--- src/rtl/cdu_pkg.sv ---
// Shared types and helpers for the CDU error-angle drive path.
// Holds the command FSM state encoding and ones-complement magnitude extraction.
package cdu_pkg;

  localparam int CDU_CNT_W = 9;

  typedef enum logic [1:0] {
    IDLE  = 2'd0,
    LOAD  = 2'd1,
    WAIT  = 2'd2,
    PULSE = 2'd3
  } state_t;

  // Magnitude of a ones-complement value whose sign was split off; only the low
  // w bits are meaningful, the rest are returned as zero.
  function automatic logic [30:0] oc_magnitude(input logic sign,
                                               input logic [30:0] bits,
                                               input int w);
    logic [30:0] res;
    res = '0;
    for (int i = 0; i < 31; i++) begin
      if (i < w) res[i] = bits[i] ^ sign;
    end
    return res;
  endfunction

endpackage

--- src/rtl/pulse_stretcher.sv ---
// Holds a low-true line for PULSE_W clocks after a start strobe.
// clear releases the line at once and doubles as the synchronous reset.
module pulse_stretcher #(
  parameter int PULSE_W = 4
) (
  input  logic clk,
  input  logic clear,
  input  logic start,
  output logic line_n,
  output logic last
);

  localparam int CW = (PULSE_W > 1) ? $clog2(PULSE_W) : 1;

  logic [CW-1:0] cnt;

  always_ff @(posedge clk) begin
    if (clear) begin
      line_n <= 1'b1;
      cnt    <= '0;
    end else if (start) begin
      line_n <= 1'b0;
      cnt    <= CW'(PULSE_W - 1);
    end else if (!line_n) begin
      if (cnt == '0) line_n <= 1'b1;
      else           cnt    <= cnt - CW'(1);
    end
  end

  // High during the final low clock, so the owner can leave PULSE on time.
  assign last = ~line_n & (cnt == '0);

endmodule

--- src/rtl/error_cmd_pulser.sv ---
// Turns a signed ones-complement drive command into a train of active-low
// _pPCH/_mPCH pulses, one per pulse-rate slot, gated by the error-counter enable.
module error_cmd_pulser
  import cdu_pkg::*;
#(
  parameter int PULSE_W    = 4,
  parameter int MAX_PULSES = 384,
  parameter int CMD_W      = 15
) (
  input  logic                 clk,
  input  logic                 rst,
  input  logic                 slot_tick,
  input  logic                 eec_en,
  input  logic                 cmd_valid,
  input  logic [CMD_W-1:0]     cmd_data,
  output logic                 cmd_ready,
  output logic                 _pPCH,
  output logic                 _mPCH,
  output logic                 busy,
  output logic [CDU_CNT_W-1:0] remaining,
  output logic                 done,
  output logic                 aborted,
  output state_t               state_dbg
);

  // Handshake: a command transfers on the rising edge where cmd_valid and
  // cmd_ready are both high; cmd_data is only looked at on that edge.
  state_t               state_q, state_d;
  logic [CMD_W-1:0]     cmd_q;
  logic [CDU_CNT_W-1:0] rem_q, rem_d;
  logic                 done_q, done_d, aborted_q, aborted_d;
  logic                 accept, start, abort, clear;
  logic                 start_p, start_m, last_p, last_m;
  logic [30:0]          mag_in, mag_q;
  logic [CDU_CNT_W-1:0] sat_q;

  assign accept = cmd_valid & cmd_ready;
  assign mag_in = oc_magnitude(cmd_data[CMD_W-1], 31'(cmd_data[CMD_W-2:0]), CMD_W - 1);
  assign mag_q  = oc_magnitude(cmd_q[CMD_W-1], 31'(cmd_q[CMD_W-2:0]), CMD_W - 1);
  assign sat_q  = (mag_q > 31'(MAX_PULSES)) ? CDU_CNT_W'(MAX_PULSES)
                                            : mag_q[CDU_CNT_W-1:0];

  always_comb begin
    state_d   = state_q;
    rem_d     = rem_q;
    done_d    = 1'b0;
    aborted_d = 1'b0;
    start     = 1'b0;
    abort     = 1'b0;
    case (state_q)
      IDLE: begin
        if (accept) begin
          state_d = LOAD;
          // A zero command finishes in its LOAD cycle, so done is armed here.
          done_d  = (mag_in == '0);
        end
      end
      LOAD: begin
        if (mag_q == '0)  state_d = IDLE;
        else if (!eec_en) abort   = 1'b1;
        else begin
          state_d = WAIT;
          rem_d   = sat_q;
        end
      end
      WAIT: begin
        if (!eec_en) abort = 1'b1;
        else if (slot_tick) begin
          state_d = PULSE;
          start   = 1'b1;
          rem_d   = rem_q - CDU_CNT_W'(1);
        end
      end
      PULSE: begin
        if (!eec_en) abort = 1'b1;
        else if (last_p | last_m) begin
          if (rem_q == '0) begin
            state_d = IDLE;
            done_d  = 1'b1;
          end else begin
            state_d = WAIT;
          end
        end
      end
      default: state_d = IDLE;
    endcase
    if (abort) begin
      state_d   = IDLE;
      rem_d     = '0;
      aborted_d = 1'b1;
    end
  end

  always_ff @(posedge clk) begin
    if (rst) begin
      state_q   <= IDLE;
      cmd_q     <= '0;
      rem_q     <= '0;
      done_q    <= 1'b0;
      aborted_q <= 1'b0;
    end else begin
      state_q   <= state_d;
      rem_q     <= rem_d;
      done_q    <= done_d;
      aborted_q <= aborted_d;
      if (accept) cmd_q <= cmd_data;
    end
  end

  // One stretcher per line keeps each output straight from a flop.
  assign clear   = rst | abort;
  assign start_p = start & ~cmd_q[CMD_W-1];
  assign start_m = start &  cmd_q[CMD_W-1];

  pulse_stretcher #(.PULSE_W(PULSE_W)) u_plus (
    .clk    (clk),
    .clear  (clear),
    .start  (start_p),
    .line_n (_pPCH),
    .last   (last_p)
  );

  pulse_stretcher #(.PULSE_W(PULSE_W)) u_minus (
    .clk    (clk),
    .clear  (clear),
    .start  (start_m),
    .line_n (_mPCH),
    .last   (last_m)
  );

  assign cmd_ready = (state_q == IDLE) & eec_en;
  assign busy      = (state_q != IDLE);
  assign remaining = rem_q;
  assign done      = done_q;
  assign aborted   = aborted_q;
  assign state_dbg = state_q;

endmodule

--- config.mk ---
export PLATFORM = sky130hd
export DESIGN_NAME = error_cmd_pulser
export DESIGN_NICKNAME = d
export VERILOG_FILES = /design/src/rtl/cdu_pkg.sv /design/src/rtl/pulse_stretcher.sv /design/src/rtl/error_cmd_pulser.sv
export SDC_FILE = /design/constraint.sdc
export NUM_CORES = 1
export LEC_CHECK = 0
export CAP_MARGIN = 20
export CELL_PAD_IN_SITES_DETAIL_PLACEMENT = 1
export CELL_PAD_IN_SITES_GLOBAL_PLACEMENT = 2
export CORE_AREA = 2 2 95 74
export CTS_BUF_LIST = sky130_fd_sc_hd__clkbuf_16
export CTS_CLUSTER_DIAMETER = 150
export DETAILED_ROUTE_END_ITERATION = 7
export DIE_AREA = 0 0 97 76
export GPL_TIMING_DRIVEN = 0
export PLACE_DENSITY_LB_ADDON = 0.08
export SYNTH_ARGS = -nofsm -noshare
export SYNTH_HDL_FRONTEND = slang
export SYNTH_SLANG_ARGS = --single-unit
--- constraint.sdc ---
create_clock -name clk -period 5.4 [get_ports clk]
set_clock_uncertainty 0.15 [all_clocks]
set_input_delay 1.35 -clock clk [delete_from_list [all_inputs] [get_ports clk]]
set_output_delay 1.35 -clock clk [all_outputs]
set_load 0.01 [all_outputs]
Word level (Yosys, flattened, before mapping). Cells that the tools add are included.

Reduce and logical (&&, ||, !) cells: 14. Order comparisons: 1. Muxes and demuxes: 39. Divide/modulo/power cells: 0. Equal/unequal tests: 15. Add/sub/neg operators: 3. Bitwise operators: 39. Shifts and indexed selects: 0. Multiply operators: 0.

Operators with widths (count): 31-bit zero test (2); 9-bit two-way mux (5); 2-bit two-way mux (14); 1-bit XOR (28); 2-bit inequality test (second input constant) (11); 9-bit one-hot mux with 2 select lines (1); 1-bit two-way mux (16); 14-bit by 9-bit > comparator with 1-bit output (second input constant) (1); 9-bit zero test (1); 9-bit by 1-bit subtractor with 9-bit output (second input constant) (1); 2-bit one-hot mux with 4 select lines (1); 1-bit AND (6); 2-bit zero test (3); 6-bit AND reduction (1); 5-bit AND reduction (1); 2-bit == test (second input constant) (2); 1-bit one-hot mux with 2 select lines (2); 2-bit AND reduction (2); 2-bit nonzero test (2); 2-bit OR reduction (2); 2-bit by 1-bit subtractor with 2-bit output (second input constant) (2); 3-bit inequality test (second input constant) (1); 1-bit NOT (3); 2-bit by 1-bit == test with 1-bit output (second input constant) (1); 1-bit bitwise OR (2).

Memories kept: 0. Input port bits: 20. Bits in read-only memories: 0. Logic and storage cells: 120. RAM bits: 0. Output and inout bits: 17. Latch bits: 0. Bits in registers: 34.

Depth between registers and ports, before layout. Gate-level depths: netlist of the first run.

Word-level depth: 6. Mapped depth: 8. Depth with buffers taken out: 7.

By module. From an unflattened synthesis of the first run, not the netlist that was laid out.

Cell total of the unflattened synthesis: 259. Area total of the unflattened synthesis: 2133.3 sq um.

By module, submodules not included: error_cmd_pulser (instances 1, seq. area each 560.5 sq um, area each 1848.0 sq um, cells each 229); pulse_stretcher (instances 2, seq. area each 60.1 sq um, area each 142.6 sq um, cells each 15).

Worst setup path before layout of the first run. OpenSTA, ideal clock, no wires.

Kind: input to output. Start point: input eec_en. End point: output cmd_ready. Buffers on the path: 1. Data required time: 3.900 ns. Stages: 2. Data arrival time: 1.796 ns. Setup slack: 2.104 ns. Cell sequence: clkbuf_1 > and2_1.

Cells in the longest elaborated chain, start to end: 1.

RTL lines: from (decl) (line error_cmd_pulser.sv:13) `input logic eec_en,`; 1-bit AND (line error_cmd_pulser.sv:131) `assign cmd_ready = (state_q == IDLE) & eec_en;`; to (decl) (line error_cmd_pulser.sv:16) `output logic cmd_ready,`.

Every way passes these cells.

Worst setup path in the final report of the first run. Ends and elaborated chain as after synthesis.

==> reports/metrics.yaml, run 1 <==
sta:
  rsz0062_at_grt: "no"
  min_period_over_period_pct: 72.1
  slew_headroom_pct: 46.8
  fin_tns_setup_ps: 0
  period_minus_slack_ps: 3900
  finalHoldViolations: 0
  finalMaxSlewViolations: 0
  setup_viol: 0
  max_freq_ghz: 0.257
  worstMarginPinSlew_ps: 793
yosys:
  synthFlopType: "dfxtp_1"
  ys_ff_latch: 34
  synth.largest_area_cell: "dfxtp_1"
  synth_compound_area_share_pct: 24.5
  synthArstFlopShare_pct: 0
  yosysSeqAreaShare_pct: 34.1
  synth_mux_area_share_pct: 1.63
  synthSimpleGateAreaFrac_pct: 24.9
  synthXorXnorAreaFrac_pct: 4.82
  synth_top_area_share_pct: 34.1
  synth_area_um2: 2000
  avgSynthCellArea_um2: 7.77
  synth.distinct_cells: 47
  synth_area_leaders: "dfxtp_1, nand2_1, a21oi_1, ha_1, o21ai_0"
  synth_fa_ha_area_share_pct: 5.01
  synth_top_family_by_area: "simple AND/OR/NAND/NOR gates"
  syn_inst: 257
  yosys_warnings: 0
  syn-num-nets: 285
  synth-edff-count: 0
power_and_ir_drop:
  powerDensity_nw_per_um2: 424
  power.leakage_nw: 0.906
  peakVddDrop_v: 0.000235
clock_network:
  cts_resized: 0
  worstSkewPairLatency_ps: 270
  postCtsHoldBufs: 0
  cts_sinks: 34
  clk_pin_slew_ps: 60
  clockRootBuffer: "clkbuf_16"
  cts_tree: "yes"
  postCtsSetupBuffers: 0
  clock_path_buffers: 2
  htree_levels: 2
  numCtsBuffers: 5
floorplan:
  placeableCoreArea_um2: 6540
  io_pins: 37
  rows: 26
  start_util_pct: 30.5
  die_h_um: 76
  die_area_um2: 7370
  fp.dieW_um: 97
placed_design:
  place_inst: 375
  port_buffers: 34
  dp_hpwl_um: 4440
  place.gp.congestion: 0.734
finish:
  diodes: 0
  layout-drive-gt1-share_pct: 5.35
  final_nets: 326
  synthToLayoutAreaGrowth_pct: 29.2
  final_cells: 383
setup_path:
  crit_fanout: 9
  start_kind: "input port"
  regToRegStartpoint: "cmd_q[14]"
  arrival_ps: 2400
  end_kind: "output port"
  cp.required_ps: 3900
  path_class: "input port to output port"
  path_cells: "clkbuf_1 > and2_1 > clkdlybuf4s50_1"
  cp_slowest_cell: "clkdlybuf4s50_1"
  slowest_delay_ps: 540
  crit_path_start: "eec_en"
routing:
  vias_per_cell: 5.18
  top_layer: "met4"
  route.detailed.wl_per_inst_um: 14.9
  firstDrtPassIters: 4
  num_vias: 1985
  final_antenna_net_count: 0
  drt_iter0_markers: 88
  met3WireLength_um: 139
  drt-met1-wl_um: 3090
  wl_um: 5730
  dr_wl_met2_um: 2470
  drc: 0
grt:
  gr-usage-all-layers_pct: 16.5
  grt_overflow: 0
  grt_max_degree: 11
  grt_pass1_vias: 2019
  grt_pass1_wl_um: 10000
  antenna_found_initial: 0
run_status:
  status: "complete, no violations"
flow_run:
  drv_cap: 0
hold_path:
  hp-start: "cmd_q[13]"
  hp-class: "flop to flop"
final timing paths:
check | to | slack [ps] | cells after the start
setup / recovery | cmd_ready | 1500 | 3
setup reg to reg | remaining[3] | 2790 | 7
hold / removal | cmd_q[13] | 320 | 2
hold reg to reg | cmd_q[13] | 320 | 2
cells in the mapped netlist (6+ instances only):
cell type / instances
nor4_1: 9
nand4_1: 7
a21oi_1: 27
xnor2_1: 8
ha_1: 8
dfxtp_1: 34
o21ai_0: 15
nor2_1: 11
clkbuf_1: 8
inv_1: 14
nor3_1: 6
nand2_1: 49
layer usage:
layer	vias to the layer above	global-route usage (%)
met5	-	0
met3	2	3.12
met1	953	23.8
li1	1006	-
met4	0	2.96
met2	24	26.0
cell usage in the layout (no fill, tap or decap), types with 2 or more instances in the layout:
cell / n
nand2_1: 49
dfxtp_1: 34
clkdlybuf4s50_1: 34
a21oi_1: 27
inv_1: 15
o21ai_0: 15
nor2_1: 11
nor4_1: 9
clkbuf_1: 8
xnor2_1: 8
ha_1: 8
nand4_1: 7
nor3_1: 6
nand3_1: 5
a211oi_1: 5
clkbuf_16: 5
or4_1: 3
and3_1: 3
a21boi_0: 3
xor2_1: 3
a221oi_1: 3
and2_1: 2
buf_2: 2
buf_1: 2
nand2b_1: 2
a22oi_1: 2
o31a_1: 2
o211ai_1: 2
or2_2: 2
critical path, delay by kind of cell:
family | cells | cell delay, ps
buf+inv | 2 | 840
simple gates | 1 | 210
layout make-up:
class / instances / area [um^2]
plain buffers: 12 / 47.5
clock buffers: 5 / 125
clock inverters: 3 / 12.5
fillers: 793 / 3960
inverters: 14 / 52.6
multi-input cells: 197 / 1220
flip-flops and latches: 34 / 681
well taps: 84 / 105
repair buffers: 34 / 340
power by group:
group | internal, mW | leakage (nW) | switching, mW
registers | 0.285 | 0.276 | 0.0362
clock network | 0.167 | 0.0724 | 0.106
logic | 0.214 | 0.557 | 0.287
total | 0.665 | 0.906 | 0.429
registers in the layout (all words and copies together), names as in the netlist:
register / cells
cmd_q: 15
remaining: 9
state_dbg: 2
u_minus.cnt: 2
u_plus.cnt: 2
aborted: 1
done: 1
u_minus.line_n: 1
u_plus.line_n: 1
stage by stage:
step,util (%),area (um^2),power (mW),hold slack (ps),setup WS [ps]
after floorplan,-,2000,0.655,294,2100
after global placement,37.4,2440,0.825,310,1480
after detailed placement,37.4,2440,0.829,315,1490
after CTS,39.5,2580,1.11,322,1480
after global routing,39.5,2580,1.19,359,1410
final,39.5,2580,1.09,322,1500
cell families (layout without fill, tap and decap cells):
logic type      count (synthesis)  in the layout
mux                             2              2
xor+xnor                       11             11
flops                          34             34
compound gates                 72             72
buf+inv                        26             68
simple gates                  104            104
fa+ha+maj                       8              8
(Power assumes the default switching activity.)
==> run 2, diff against run 1 <==
Settings changed: CORE_AREA 2 2 95 74 to 2 2 98 76, DIE_AREA 0 0 97 76 to 0 0 100 78.
Clock period 5.4 ns to 3.6 ns, I/O delays scaled along.
==> reports/metrics.yaml, run 2 (synthesis results as in run 1) <==
routing:
  wl_um: 5820
  final_antenna_net_count: 0
  drt_iter0_markers: 39
  drc: 0
  firstDrtPassIters: 4
  route.detailed.wl_per_inst_um: 15.2
  num_vias: 1983
  vias_per_cell: 5.18
setup_path:
  end_kind: "output port"
  start_kind: "input port"
  arrival_ps: 1970
  crit_fanout: 9
  path_class: "input port to output port"
  cp.required_ps: 2550
clock_network:
  worstSkewPairLatency_ps: 270
  numCtsBuffers: 5
  postCtsHoldBufs: 0
  postCtsSetupBuffers: 0
  cts_sinks: 34
  clockRootBuffer: "clkbuf_16"
  clk_pin_slew_ps: 60
  cts_tree: "yes"
  cts_resized: 0
  htree_levels: 2
  clock_path_buffers: 2
grt:
  gr-usage-all-layers_pct: 16.1
  antenna_found_initial: 0
  grt_max_degree: 11
  grt_pass1_vias: 1989
  grt_overflow: 0
  grt_pass1_wl_um: 10100
finish:
  fillers: 851
  final_common_cell: "nand2_1"
  layout_common_cells: "nand2_1, dfxtp_1, clkdlybuf4s50_1"
  diodes: 0
  final_nets: 326
  layout-drive-gt1-share_pct: 5.35
  largest-register: "cmd_q"
  final_cells: 383
  post-route-cell-area_um2: 2580
  largest_reg_flops: 15
  synthToLayoutAreaGrowth_pct: 29.2
floorplan:
  start_util_pct: 29.5
  fp.dieW_um: 100
  io_pins: 37
  rows: 26
  placeableCoreArea_um2: 6770
  die_area_um2: 7800
  die_h_um: 78
power_and_ir_drop:
  peakVddDrop_v: 0.000326
  power.leakage_nw: 0.906
  powerDensity_nw_per_um2: 638
placed_design:
  place_inst: 375
  place.gp.congestion: 0.728
  dpl_cell_area_um2: 2440
  dp_hpwl_um: 4470
  port_buffers: 34
run_status:
  status: "complete, no violations"
sta:
  max_freq_ghz: 0.331
  finalMaxSlewViolations: 0
  fin_tns_setup_ps: 0
  period_minus_slack_ps: 3020
  worstMarginPinSlew_ps: 803
  slew_headroom_pct: 46.2
  finalHoldViolations: 0
  setup_viol: 0
  min_period_over_period_pct: 83.9
  rsz0062_at_grt: "no"
hold_path:
  hp-class: "flop to flop"
flow_run:
  drv_cap: 0
[run 2: cell counts in the layout (fill, tap and decap cells not counted)]
No cell type changed its count.
[run 2: area by class of cell]
cell class                      count  area [um^2]  area share (%)
Multi-Input combinational cell    197         1220            47.1
Sequential cell                    34          681            26.4
Timing Repair Buffer               34          340            13.2
Clock buffer                        5          125            4.85
Tap cell                           84          105            4.07
Inverter                           14         52.6            2.04
Buffer                             12         47.5            1.84
Clock inverter                      3         12.5           0.485
[run 2: metal layers]
| layer | track usage [%] | wire, um | up-vias |
|---|---|---|---|
| met4 | 3.29 | 52 | 0 |
| met3 | 3.33 | 146 | 6 |
| li1 | - | - | 1001 |
| met1 | 23.9 | 3210 | 951 |
| met5 | 0 | 0 | - |
| met2 | 23.9 | 2420 | 25 |
[run 2: through the flow]
stage | setup WS [ps] | power, mW | hold slack [ps] | utilization, %
floorplan | 1200 | 0.983 | 294 | -
global placement | 560 | 1.24 | 311 | 36.1
detailed placement | 572 | 1.25 | 320 | 36.1
CTS | 561 | 1.66 | 327 | 38.1
global route | 479 | 1.78 | 361 | 38.1
finish | 581 | 1.65 | 325 | 38.1
[run 2: power by group]
group          switching, mW  leakage [nW]  internal (mW)
clock network          0.157        0.0724          0.250
logic                  0.439         0.557          0.322
registers             0.0531         0.276          0.427
total                  0.648         0.906          0.998
[run 2: worst paths after layout]
path	startpoint	to	slack [ps]	depth (start not counted)
worst min register to register	cmd_q[13]	cmd_q[13]	320	2
worst max register to register	cmd_q[14]	remaining[3]	980	7
worst min-delay path	cmd_q[13]	cmd_q[13]	320	2
worst max-delay path	eec_en	cmd_ready	580	3
[run 2: worst max-delay path: stages]
cell and delay (ps):
clkbuf_1 310, and2_1 220, clkdlybuf4s50_1 540
==> run 3, diff against run 2 <==
Settings changed: CORE_AREA 2 2 98 76 to 2 2 103 80, DIE_AREA 0 0 100 78 to 0 0 105 82.
Clock period 3.6 ns to 2.5 ns, I/O delays scaled along.
==> reports/metrics.yaml, run 3 (synthesis results as in run 1) <==
sta:
  finalHoldViolations: 0
  setup_ws_ps: 42.8
  rsz0062_at_grt: "yes"
  max_freq_ghz: 0.407
  slew_headroom_pct: 54.6
  min_period_over_period_pct: 98.3
  period_minus_slack_ps: 2460
  holdWs_ps: 325
  worstMarginPinSlew_ps: 662
  fin_tns_setup_ps: 0
  finalMaxSlewViolations: 0
  setup_viol: 0
floorplan:
  rows: 28
  fp.dieW_um: 105
  die_area_um2: 8610
  placeableCoreArea_um2: 7640
  start_util_pct: 26.1
  io_pins: 37
  die_h_um: 82
grt:
  grt_overflow: 0
  grt_pass1_wl_um: 10100
  grt_util_met3_pct: 2.94
  top_usage_layer: "met2"
  globalRouteMet1Util_pct: 20.1
  grt_pass1_vias: 1989
  gr-usage-all-layers_pct: 14.9
  antenna_found_initial: 0
  grtUsageMet2_pct: 24.4
  grt_max_degree: 11
setup_path:
  arrival_ps: 2460
  cp_slowest_cell: "or4_4"
  regToRegStartpoint: "cmd_q[1]"
  cp_top_family: "compound AO/OA/AOI/OAI gates"
  path_cells: "or4_4 > mux2i_4 > o2111ai_4 > a211oi_4 > o31ai_4 > buf_4 > o21bai_1"
  crit_fanout: 8
  cp_num_buf_inv: 1
  cp.required_ps: 2510
  end_kind: "flop"
  r2r-end: "u_plus.line_n"
  r2r_slack_ps: 40
  path_class: "flop to flop"
  slowest_delay_ps: 540
  start_kind: "flop"
  r2r_cells: 7
clock_network:
  htree_levels: 2
  clock_path_buffers: 2
  clockRootBuffer: "clkbuf_16"
  worstSkewPairLatency_ps: 280
  postCtsHoldBufs: 0
  cts_tree: "yes"
  clk_pin_slew_ps: 50
  cts_sinks: 34
  numCtsBuffers: 5
run_status:
  status: "complete, no violations"
finish:
  final_common_cell: "nand2_1"
  layout-drive-gt1-share_pct: 11.0
  layout_common_cells: "nand2_1, clkdlybuf4s50_1, dfxtp_1"
  largest_reg_flops: 15
  post-route-cell-area_um2: 2680
  synthToLayoutAreaGrowth_pct: 34.3
  largest-register: "cmd_q"
  final_nets: 329
  utilization_pct: 35.1
  diodes: 0
routing:
  final_antenna_net_count: 0
  num_vias: 1992
  firstDrtPassIters: 4
  route.detailed.wl_per_inst_um: 14.7
  drt_iter0_markers: 58
  vias_per_cell: 4.91
  wl_um: 5980
  drc: 0
hold_path:
  hp-start: "cmd_q[13]"
  hold_depth: 2
  holdPathEnd: "cmd_q[13]"
  hp-class: "flop to flop"
power_and_ir_drop:
  power.share.clock_pct: 23.6
  combPwrFrac_pct: 47.9
  power.switching_mw: 0.954
  power_frac_seq_pct: 28.5
  p_int_mw: 1.49
  switching_share_pct: 39.1
  peakVddDrop_v: 0.000478
  power.leakage_nw: 0.936
  powerDensity_nw_per_um2: 910
placed_design:
  dpl_cell_area_um2: 2470
  place.gp.congestion: 0.729
  dp_hpwl_um: 4540
  port_buffers: 34
  post-place-ws_ps: -165
flow_run:
  drv_cap: 0
-- run 3: routing by layer --
layer	up-vias	wire length [um]
met5	-	0
met4	0	47
met3	4	136
met2	20	2570
met1	953	3230
li1	1015	-
-- run 3: worst max path at each step --
| stage | start | to | slack [ps] | cells past startpoint |
|---|---|---|---|---|
| 6_report | cmd_q[1] | u_plus.line_n | 40 | 7 |
| 2_1_floorplan | cmd_q[14] | remaining[2] | 340 | 7 |
| 3_5_place_dp | cmd_q[14] | remaining[3] | -170 | 7 |
| 3_3_place_gp | cmd_q[14] | remaining[6] | -130 | 7 |
| 4_1_cts | state_dbg[1] | cmd_ready | 20 | 4 |
| 5_1_grt | cmd_q[1] | u_plus.line_n | -40 | 7 |
-- run 3: layout make-up --
class	instances	area, um^2
clock inverters	2	7.51
clock buffers	5	125
plain buffers	12	60.1
inverters	14	52.6
fillers	966	4950
flip-flops and latches	34	687
repair buffers	37	363
well taps	105	131
multi-input cells	197	1260
-- run 3: metrics by stage --
step / total power [mW] / std cells
2_1_floorplan: 1.42 / 257
3_3_place_gp: 1.80 / 396
3_5_place_dp: 1.79 / 396
4_1_cts: 2.43 / 404
5_1_grt: 2.64 / 406
6_report: 2.44 / 406
-- run 3: worst reg2reg max path, stage by stage, from the launching register on --
cell       delay [ps]
dfxtp_2           330
or4_4             540
mux2i_4           220
o2111ai_4         210
a211oi_4          390
o31ai_4           190
buf_4             170
o21bai_1          140
-- run 3: power groups by stage --
stage / Clock, mW / Combinational, mW / Sequential, mW
finish: 0.577 / 1.17 / 0.696
global route: 0.622 / 1.31 / 0.710
CTS: 0.601 / 1.13 / 0.693
detailed placement: 0 / 1.09 / 0.705
global placement: 0 / 1.09 / 0.704
floorplan: 0 / 0.710 / 0.705
-- run 3: repair_timing --
action | CTS | global route
pin swaps | 1 | 4
setup endpoints to repair | 11 | 15
gates resized for setup | 2 | 21
setup buffers | 1 | 2
